[src/rtl/oled_cmd_sched_if.sv]
// Bus/driver-side signal bundle for oled_cmd_sched.
// master = CPU store path plus SPI driver, slave = the scheduler; dbg_state exposes the FSM.
interface oled_cmd_sched_if;
  logic       wr_en;
  logic [9:0] wr_data;
  logic       clr_ovf;
  logic       spi_busy;
  logic       spi_start;
  logic [9:0] spi_din;
  logic [15:0] status;
  logic [2:0] dbg_state;

  modport master (
    output wr_en, wr_data, clr_ovf, spi_busy,
    input  spi_start, spi_din, status, dbg_state
  );

  modport slave (
    input  wr_en, wr_data, clr_ovf, spi_busy,
    output spi_start, spi_din, status, dbg_state
  );
endinterface

[src/rtl/oled_cmd_sched.sv]
// OLED command scheduler: entry FIFO, power-up sequence, one SPI start per entry.
// Optional OLED_DELAY_CMD_EN turns entries with bits[9:8]=2'b11 into timed waits.
module oled_cmd_sched #(
`ifdef OLED_DELAY_CMD_EN
  parameter int unsigned DELAY_UNIT  = 125000,
`endif
  parameter int unsigned DEPTH       = 16,
  parameter int unsigned PWR_DELAY   = 12500000,
  parameter int unsigned START_HOLD  = 2,
  parameter int unsigned ACK_TIMEOUT = 15
) (
  input  logic clk_125mhz,
  input  logic reset,
  oled_cmd_sched_if.slave bus
);

  localparam int unsigned AW = $clog2(DEPTH);
  localparam logic [AW:0] DEPTH_C = (AW+1)'(DEPTH);

  typedef enum logic [2:0] {
    PWR_ON   = 3'd0,
    PWR_WAIT = 3'd1,
    IDLE     = 3'd2,
    START    = 3'd3,
    ACK      = 3'd4,
`ifdef OLED_DELAY_CMD_EN
    DONE     = 3'd5,
    DELAY    = 3'd6
`else
    DONE     = 3'd5
`endif
  } state_t;

  logic [9:0]    mem_q [DEPTH];
  logic [AW-1:0] wr_ptr_q, rd_ptr_q;
  logic [AW:0]   count_q;
  logic          ovf_q;
  logic          busy_q;
  state_t        state_q;
  logic [31:0]   cnt_q;
  logic          spi_start_q;
  logic [9:0]    spi_din_q;
`ifdef OLED_DELAY_CMD_EN
  logic [31:0]   delay_len_q;
`endif

  logic       full, empty, push, pop;
  logic [9:0] head;

  assign full  = (count_q == DEPTH_C);
  assign empty = (count_q == '0);
  assign head  = mem_q[rd_ptr_q];
  assign push  = bus.wr_en && !full;
  // The only dequeue point: IDLE hands the head to the driver (or to DELAY).
  assign pop   = (state_q == IDLE) && !empty && !bus.spi_busy;

  always_ff @(posedge clk_125mhz) begin
    if (push) mem_q[wr_ptr_q] <= bus.wr_data;
  end

  always_ff @(posedge clk_125mhz or posedge reset) begin
    if (reset) begin
      wr_ptr_q <= '0;
      rd_ptr_q <= '0;
      count_q  <= '0;
      ovf_q    <= 1'b0;
      busy_q   <= 1'b0;
    end else begin
      if (push) wr_ptr_q <= wr_ptr_q + 1'b1;
      if (pop)  rd_ptr_q <= rd_ptr_q + 1'b1;
      case ({push, pop})
        2'b10:   count_q <= count_q + 1'b1;
        2'b01:   count_q <= count_q - 1'b1;
        default: count_q <= count_q;
      endcase
      if (bus.wr_en && full) ovf_q <= 1'b1;
      else if (bus.clr_ovf)  ovf_q <= 1'b0;
      // Registered so that status reads all-clear except empty straight out of reset.
      busy_q <= (state_q != IDLE) || !empty;
    end
  end

  always_ff @(posedge clk_125mhz or posedge reset) begin
    if (reset) begin
      state_q     <= PWR_ON;
      cnt_q       <= '0;
      spi_start_q <= 1'b0;
      spi_din_q   <= '0;
`ifdef OLED_DELAY_CMD_EN
      delay_len_q <= '0;
`endif
    end else begin
      case (state_q)
        PWR_ON: begin
          spi_din_q <= 10'h200;
          if (cnt_q >= START_HOLD) begin
            spi_start_q <= 1'b0;
            cnt_q       <= '0;
            state_q     <= PWR_WAIT;
          end else begin
            spi_start_q <= 1'b1;
            cnt_q       <= cnt_q + 1;
          end
        end
        PWR_WAIT: begin
          if (cnt_q + 1 >= PWR_DELAY) begin
            cnt_q   <= '0;
            state_q <= IDLE;
          end else begin
            cnt_q <= cnt_q + 1;
          end
        end
        IDLE: begin
          if (pop) begin
`ifdef OLED_DELAY_CMD_EN
            if (head[9:8] == 2'b11) begin
              delay_len_q <= 32'(head[7:0]) * DELAY_UNIT;
              cnt_q       <= '0;
              state_q     <= DELAY;
            end else begin
`else
            begin
`endif
              spi_din_q   <= head;
              spi_start_q <= 1'b1;
              cnt_q       <= 32'd1;
              state_q     <= START;
            end
          end
        end
        START: begin
          if (cnt_q >= START_HOLD) begin
            spi_start_q <= 1'b0;
            cnt_q       <= '0;
            state_q     <= ACK;
          end else begin
            cnt_q <= cnt_q + 1;
          end
        end
        ACK: begin
          // Power entries never raise spi_busy, so the timeout is their normal exit.
          if (bus.spi_busy) begin
            cnt_q   <= '0;
            state_q <= DONE;
          end else if (cnt_q + 1 >= ACK_TIMEOUT) begin
            cnt_q   <= '0;
            state_q <= IDLE;
          end else begin
            cnt_q <= cnt_q + 1;
          end
        end
        DONE: begin
          if (!bus.spi_busy) state_q <= IDLE;
        end
`ifdef OLED_DELAY_CMD_EN
        DELAY: begin
          // A zero-length delay still costs one cycle here.
          if (cnt_q + 1 >= delay_len_q) begin
            cnt_q   <= '0;
            state_q <= IDLE;
          end else begin
            cnt_q <= cnt_q + 1;
          end
        end
`endif
        default: begin
          spi_start_q <= 1'b0;
          cnt_q       <= '0;
          state_q     <= PWR_ON;
        end
      endcase
    end
  end

  assign bus.spi_start = spi_start_q;
  assign bus.spi_din   = spi_din_q;
  assign bus.status    = {ovf_q, full, empty, busy_q, 7'b0, 5'(count_q)};
  assign bus.dbg_state = state_q;

endmodule
[src/flat_wrapper.sv]
// flat-port wrapper written by rule: the top's interface ports become plain ports
module oled_cmd_sched_flat 
#(

  parameter int unsigned DEPTH       = 16,
  parameter int unsigned PWR_DELAY   = 12500000,
  parameter int unsigned START_HOLD  = 2,
  parameter int unsigned ACK_TIMEOUT = 15
)
  (clk_125mhz, reset, bus_wr_en, bus_wr_data, bus_clr_ovf, bus_spi_busy, bus_spi_start, bus_spi_din, bus_status, bus_dbg_state);
  oled_cmd_sched_if bus_i ();
  input  logic clk_125mhz;
  input  logic reset;
  input wire logic [$bits(bus_i.wr_en)-1:0] bus_wr_en;
  input wire logic [$bits(bus_i.wr_data)-1:0] bus_wr_data;
  input wire logic [$bits(bus_i.clr_ovf)-1:0] bus_clr_ovf;
  input wire logic [$bits(bus_i.spi_busy)-1:0] bus_spi_busy;
  output wire logic [$bits(bus_i.spi_start)-1:0] bus_spi_start;
  output wire logic [$bits(bus_i.spi_din)-1:0] bus_spi_din;
  output wire logic [$bits(bus_i.status)-1:0] bus_status;
  output wire logic [$bits(bus_i.dbg_state)-1:0] bus_dbg_state;
  assign bus_i.wr_en = bus_wr_en;
  assign bus_i.wr_data = bus_wr_data;
  assign bus_i.clr_ovf = bus_clr_ovf;
  assign bus_i.spi_busy = bus_spi_busy;
  assign bus_spi_start = bus_i.spi_start;
  assign bus_spi_din = bus_i.spi_din;
  assign bus_status = bus_i.status;
  assign bus_dbg_state = bus_i.dbg_state;
  oled_cmd_sched #(.DEPTH(DEPTH), .PWR_DELAY(PWR_DELAY), .START_HOLD(START_HOLD), .ACK_TIMEOUT(ACK_TIMEOUT)) u_core (.clk_125mhz(clk_125mhz), .reset(reset), .bus(bus_i));
endmodule
[config.mk]
export PLATFORM = sky130hd
export DESIGN_NAME = oled_cmd_sched_flat
export DESIGN_NICKNAME = d
export VERILOG_FILES = /design/src/rtl/oled_cmd_sched_if.sv /design/src/rtl/oled_cmd_sched.sv /design/src/flat_wrapper.sv
export SDC_FILE = /design/constraint.sdc
export NUM_CORES = 1
export LEC_CHECK = 0
export ABC_AREA = 1
export BUFFER_PORTS_ARGS = -buffer_cell sky130_fd_sc_hd__buf_2
export CORE_MARGIN = 10
export CORE_UTILIZATION = 60
export CTS_CLUSTER_DIAMETER = 50
export DETAILED_ROUTE_END_ITERATION = 10
export PLACE_DENSITY = 0.86
export REMOVE_ABC_BUFFERS = 1
export SYNTH_ARGS = -nofsm -noshare
export SYNTH_HDL_FRONTEND = slang
export SYNTH_SLANG_ARGS = --single-unit
[constraint.sdc]
create_clock -name clk_125mhz -period 3.64 [get_ports clk_125mhz]
set_input_delay 0.364 -clock clk_125mhz [delete_from_list [all_inputs] [get_ports clk_125mhz]]
set_output_delay 0.364 -clock clk_125mhz [all_outputs]
set_load 0.02 [all_outputs]
Yosys cells after proc, flatten, opt, wreduce, memory -nomap -nowiden:

Memories as Yosys holds them, arrays and structs flattened.
Index checks and enable logic that the tools add are counted.

* flip-flop bits (word level): 61
* RAM bits: 160
* input bits: 15
* output and inout port bits: 30
* word-level logic and storage cells: 79
* memories: 1

Memories
* u_core.mem_q: depth 16, width 10, rd ports 1, clocked after Yosys merged registers in 0, write ports 1, RTL line oled_cmd_sched.sv:34 `logic [9:0] mem_q [DEPTH];`

* add/sub/neg operators: 5
* $lt $le $gt $ge: 3
* equality and inequality tests: 15
* multiplexer cells: 25
* bitwise gates (word level): 2
* reduce and logical (&&, ||, !) cells: 19

Operator list (number)
* two-way mux 32 bit: 5
* case mux 32 bit (5 select lines): 1
* adder 32 x 1 -> 32 bit (second input constant): 1
* greater-or-equal comparator 32 x 2 -> 1 bit (second input constant): 1
* greater-or-equal comparator 32 x 24 -> 1 bit (second input constant): 1
* greater-or-equal comparator 32 x 4 -> 1 bit (second input constant): 1
* two-way mux 3 bit: 7
* case mux 10 bit (2 select lines): 1
* case mux 3 bit (6 select lines): 1
* two-way mux 10 bit: 1
* case mux 5 bit (2 select lines): 1
* adder 4 x 1 -> 4 bit (second input constant): 2
* != test 2 x 1 -> 1 bit (second input constant): 4
* two-way mux 1 bit: 7
* equality test 3 x 2 -> 1 bit (second input constant): 2
* equality test 3 bit (second input constant): 2
* != test 3 x 2 -> 1 bit (second input constant): 2
* AND reduction 6 bit: 1
* nonzero test 2 bit: 3
* adder 5 x 1 -> 5 bit (second input constant): 1
* equality test 5 bit (second input constant): 1
* zero test 5 bit: 1
* subtractor 5 x 1 -> 5 bit (second input constant): 1
* logical AND 1 bit: 4
* other kinds (13): 17

Logic depth before layout (Yosys ltp):

* depth in word-level cells: 6
* mapped depth: 18
* gate-level depth less buffers: 17

Least setup slack after synthesis:

No wires, ideal clock.

* path type: register to register
* start point: register u_core.state_q[0] (netlist: u_core.bus.dbg_state[0])
* end point: register u_core.count_q[4]
* setup time: 0.080 ns
* arrival: 2.818 ns
* required time: 3.560 ns
* path slack: 0.742 ns
* stages on the path, launching flop included: 18
* buffers on the path: 1
* path through: dfrtp_1 -> nor2_1 -> inv_1 -> nor2_1 -> inv_1 -> nor3_2 -> clkbuf_1 -> ha_1 -> inv_1 -> fa_1 -> inv_1 -> a21oi_1 -> nor2_1 -> nor2_1 -> nand2_1 -> nand2_1 -> nor2_1 -> xor2_1

* cells in the longest elaborated chain, start to end: 5

RTL lines
* from (decl): RTL line oled_cmd_sched.sv:39 `state_t state_q;`
* from (signal assigned): RTL line oled_cmd_sched.sv:85 `state_q <= PWR_ON;`
* from (signal assigned): RTL line oled_cmd_sched.sv:99 `state_q <= PWR_WAIT;`
* from (signal assigned): RTL line oled_cmd_sched.sv:108 `state_q <= IDLE;`
* equality test 3 x 2 -> 1 bit (*): RTL line oled_cmd_sched.sv:55 `assign pop = (state_q == IDLE) && !empty && !bus.spi_busy;`
* logical AND 1 bit (*) (2 in a row): RTL line oled_cmd_sched.sv:55
* net u_core.pop: RTL line oled_cmd_sched.sv:47 `logic full, empty, push, pop;`
* equality test 2 x 1 -> 1 bit / equality test 2 bit (equally long branches): RTL line oled_cmd_sched.sv:71 `case ({push, pop})`
* case mux 5 bit (2 select lines) / nonzero test 2 bit (equally long branches)
* to (signal assigned): RTL line oled_cmd_sched.sv:72 `2'b10: count_q <= count_q + 1'b1;`
* to (signal assigned): RTL line oled_cmd_sched.sv:73 `2'b01: count_q <= count_q - 1'b1;`
* to (signal assigned): RTL line oled_cmd_sched.sv:74 `default: count_q <= count_q;`
* to (decl): RTL line oled_cmd_sched.sv:36 `logic [AW:0] count_q;`

Mark *: on every way through the listed nets, which the timed path passes. The rest lies on a longest branch.
A chain may end at the register's enable or synchronous reset.

Final worst setup path:

* start point: register u_core.state_q[2] (netlist: u_core.bus.dbg_state[2])
* end point: register u_core.count_q[4]

* cells in the longest elaborated chain, start to end: 5

RTL lines (RTL line)
* equality test 3 x 2 -> 1 bit (*): oled_cmd_sched.sv:55
* logical AND 1 bit (*) (2 in a row): oled_cmd_sched.sv:55
* equality test 2 x 1 -> 1 bit / equality test 2 bit (equally long branches): oled_cmd_sched.sv:71
* case mux 5 bit (2 select lines) / nonzero test 2 bit (equally long branches)

Mark *: on every way between the ends. The rest lies on a longest branch, timed or not.

==> metrics.md <==
| Metric | Value |
|---|---|
| Final estimated routing congestion in global placement | 0.923 |
| Critical path class | reg2reg |
| Maximum buffer depth of the clock tree | 3 |
| Wirelength per Cell | 19.5 µm |
| Overall die area | 22900 µm² |
| Latest clock arrival within the worst-skew pair | 0.54 ns |
| Hold bufs inserted after CTS | 1 |
| Global-route total usage across every layer | a little under a quarter |
| Crit path required time | approximately 4.1 ns |
| Largest incremental delay on the critical path | 0.45 ns |
| Yosys synthesis warning count | 0 |
| Filler-free cell count of the finished design | 1343 |
| Run status | completed |
| Number of resized instances in the post-cts repair step | 0 |
| Antenna violations before repair | 0 |
| Top cell type's share of synthesized area | 46.5% |
| Final max-slew violation count | 0 |
| Effective utilization at floorplan | 61.6% |
| Gate power share | 33.3% |
| Net switching power | 0.00326 W |
| # diodes | 0 |
| Post-synth EDFFs | 160 |
| Number of logic stages on the critical path including buffering | 16 |
| DR vias | 8150 |
| Most common library cells after synthesis | 196 x nand2_1, 181 x nor2_1, 160 x edfxtp_1 |
| Maximum number of pins on one net before global-route repair | 84 |
| Average footprint of a synthesized cell | 9.76 µm² |
| Number of buffers created by CTS | 25 |
| Cell area power density | 733 nW/µm² |
| Sw Ratio | 38.5% |
| Flop pwr share | a little under two fifths |
| Crit path top cell by count | nor2_1 |
| Vias per cell | 6.07 |
| Clock Skew | roughly 0.017 ns |
| Worst Hold Depth | 2 |
| Period Utilization, post-route | approximately four fifths |
| Most area-hungry cell type in the Yosys netlist | edfxtp_1 |
| Share of the yosys chip area belonging to registers | 61.3% |
| Die Y | 151 µm |
| Arrival time at the worst endpoint | between 3 and 4 ns |
| Pin slew with the least headroom to its limit | 1.05 ns |
| H-tree Lvls | 1 |
| Number of placed instances, taps included | 1297 |
| Unrepaired setup endpoints after global routing | no |
| Floorplan row count | 47 |
| Slack of the critical path | 0.718 ns |
| Cell with the most instances after synthesis | nand2_1 |
| Flip-flop and latch count after synthesis | 221 |
| Fraction of layout cells with a size suffix above 1 | 11.1% |
| Drt pass-1 iters | 6 |
| Nature of the critical path startpoint | flop |
| Die span in x | 151 µm |
| Clock tree sinks | 221 |
| Count of input and output buffers | 37 |
| Detailed-route DRC error count | 0 |
| Top FF cell, synth | edfxtp_1 |
| Clk slew on worst S/H paths | approximately 0.06 ns |
| Place WS | 0.848 ns |
| Part of the power in the clock network | around 28% |
| Post-DP HPWL | 16400 µm |
| Root Buffer | clkbuf_16 |
| Netlist area before placement | 10300 µm² |
| Via count of the first global-routing pass | 7845 |
| First-pass GRT wire length | 40800 µm |
| Final setup violating endpoints | 0 |
| Crit-path leading delay family | simple AND/OR/NAND/NOR gates |
| Slowest cell on the critical path | nor3_2 |
| Max Cap Viol | 0 |
| Area inside the core boundary | ~17000 µm² |
| Post-layout total power | 0.00847 W |
| Cell chain of the critical path | nor2_1 -> inv_1 -> nor2_1 -> inv_1 -> nor3_2 -> ha_1 -> inv_1 -> fa_1 -> inv_1 -> a21oi_1 -> nor2_1 -> nor2_1 -> nand2_1 -> nand2_1 -> nor2_1 -> xor2_1 |
| Max frequency | 342 MHz |
| Gate count of the mapped netlist | 1059 |
| Leakage power | around 4.6 nW |
| Endpoint kind of the worst setup timing path | flop |
| Unique cell type count in the Yosys netlist | 39 |
| Drt initial violations | 1015 |
| Relative slew slack | between 20% and 30% |
| Wirelength, routed | about 26000 µm |
| Maximum vdd ir drop | 0.613 mV |
| Hold violation total from the final report | 0 |
| Remaining number of nets flagged by the antenna check after routing | 0 |
| Fraction of registers with async set/reset | 27.6% |
| Final Net Count | ~1.1k |
| Class of the worst hold path | in2reg |
| Buffers and inverters on the worst path | 4 |
| Layout overhead on the synthesized area | 11.8% |
| Total congestion overflow after global routing | 0 |
| Post-CTS setup buffer count | 0 |
| Reg2Reg Depth | 16 |
| Num ports | 45 |
| TritonCTS clock tree | yes |
| Crit path time final | 2.92 ns |
| Maximum fanout along the worst path | 7 |
| Total internal power | 0.00521 W |
| Top post-synthesis cells by area | edfxtp_1 47%, dfrtp_1 15%, nand2_1 7.1%, nor2_1 6.6%, o21ai_0 5.9% |
==> cell families (layout without fill, tap and decap cells) <==
| family | after synthesis | count (layout) | synth area share, % |
|---|---|---|---|
| other cells | 1 | 7 | 0.0363 |
| compound gates | 198 | 198 | 11.1 |
| flops | 221 | 221 | 61.3 |
| fa+ha+maj | 12 | 12 | 1.53 |
| xor+xnor | 11 | 11 | 0.932 |
| simple gates | 465 | 465 | 19.1 |
| buf+inv | 151 | 209 | 6.04 |
==> state kept, by name (all words and copies together), names as in the netlist <==
| register | cells |
|---|---|
| u_core.mem_q | 160 |
| u_core.cnt_q | 32 |
| u_core.bus.spi_din | 10 |
| u_core.count_q | 5 |
| u_core.rd_ptr_q | 4 |
| u_core.wr_ptr_q | 4 |
| u_core.bus.dbg_state | 3 |
| u_core.bus.spi_start | 1 |
| u_core.busy_q | 1 |
| u_core.ovf_q | 1 |
==> metal layers <==
metal  up-vias  part of all wire [%]  GRT usage [%]  wire, µm
li1       3700                     -              -         -
met1      3868                    36           26.2      9330
met2       490                    52           40.9     13600
met3        92                   9.2           3.70      2410
met4         0                   3.3           8.81       869
met5         -                     0              0         0
==> power by group through the flow <==
stage | clock [W] | combinational (W) | sequential (W)
floorplan | 0 | 0.00148 | 0.00349
CTS | 0.00240 | 0.00277 | 0.00325
global placement | 0 | 0.00256 | 0.00327
global route | 0.00251 | 0.00305 | 0.00328
finish | 0.00239 | 0.00282 | 0.00326
detailed placement | 0 | 0.00269 | 0.00329
==> per-stage QoR <==
step | setup TNS (ns) | hold slack, ns | utilization (%) | cell area, µm²
after floorplan | -3.83 | 0.463 | - | 10100
after global placement | 0 | 0.454 | 64.2 | 10800
after detailed placement | 0 | 0.462 | 64.2 | 10800
after CTS | 0 | 0.00335 | 68.9 | 11500
after global routing | 0 | 0.0118 | 68.9 | 11500
final | 0 | 0.00748 | 68.9 | 11500
==> worst reg2reg max path, stage by stage, from the launching register on <==
cell	delay (ns)
dfrtp_1	0.42
nor2_1	0.15
inv_1	0.08
nor2_1	0.12
inv_1	0.09
nor3_2	0.45
ha_1	0.34
inv_1	0.11
fa_1	0.36
inv_1	0.11
a21oi_1	0.09
nor2_1	0.09
nor2_1	0.06
nand2_1	0.05
nand2_1	0.05
nor2_1	0.11
xor2_1	0.16
==> layout by cell type (no fill, tap or decap), types with 5 or more instances in the layout <==
cell type / n
ha_1: 11
inv_1: 96
nor2_4: 5
o22ai_1: 18
nand2_1: 196
clkbuf_16: 25
dfrtp_1: 60
o21ai_0: 122
nor2_1: 180
nor2_2: 5
o221ai_1: 20
xor2_1: 10
nand4_1: 21
a32o_1: 7
clkbuf_1: 7
edfxtp_1: 160
buf_2: 37
a21oi_1: 7
nor3_1: 8
nor4_1: 5
buf_4: 23
inv_2: 6
o21ai_1: 17
nand2_2: 5
conb_1: 7
nand3_1: 32
==> final cells by class <==
class                           instances  area [µm²]
Multi-Input combinational cell        693        3400
Fill cell                            1166        5210
Clock buffer                           35         693
Tap cell                              220         275
Clock inverter                         10        91.3
Timing Repair Buffer                   61         368
Sequential cell                       221        6330
Inverter                              103         387
==> worst paths after layout <==
path,startpoint,end,slack [ns]
setup / recovery,u_core.bus.dbg_state[2]$_DFFE_PP0P_,u_core.count_q[4]$_DFFE_PP0P_,0.72
hold / removal,bus_clr_ovf,u_core.ovf_q$_DFFE_PP0P_,0.007
setup reg to reg,u_core.bus.dbg_state[2]$_DFFE_PP0P_,u_core.count_q[4]$_DFFE_PP0P_,0.72
hold reg to reg,u_core.bus.spi_start$_DFFE_PP0P_,u_core.bus.spi_start$_DFFE_PP0P_,0.47
max in group asynchronous,reset,u_core.count_q[1]$_DFFE_PP0P_,2.40
min in group asynchronous,reset,u_core.count_q[3]$_DFFE_PP0P_,0.50
Power figures use the tool's default switching activity.
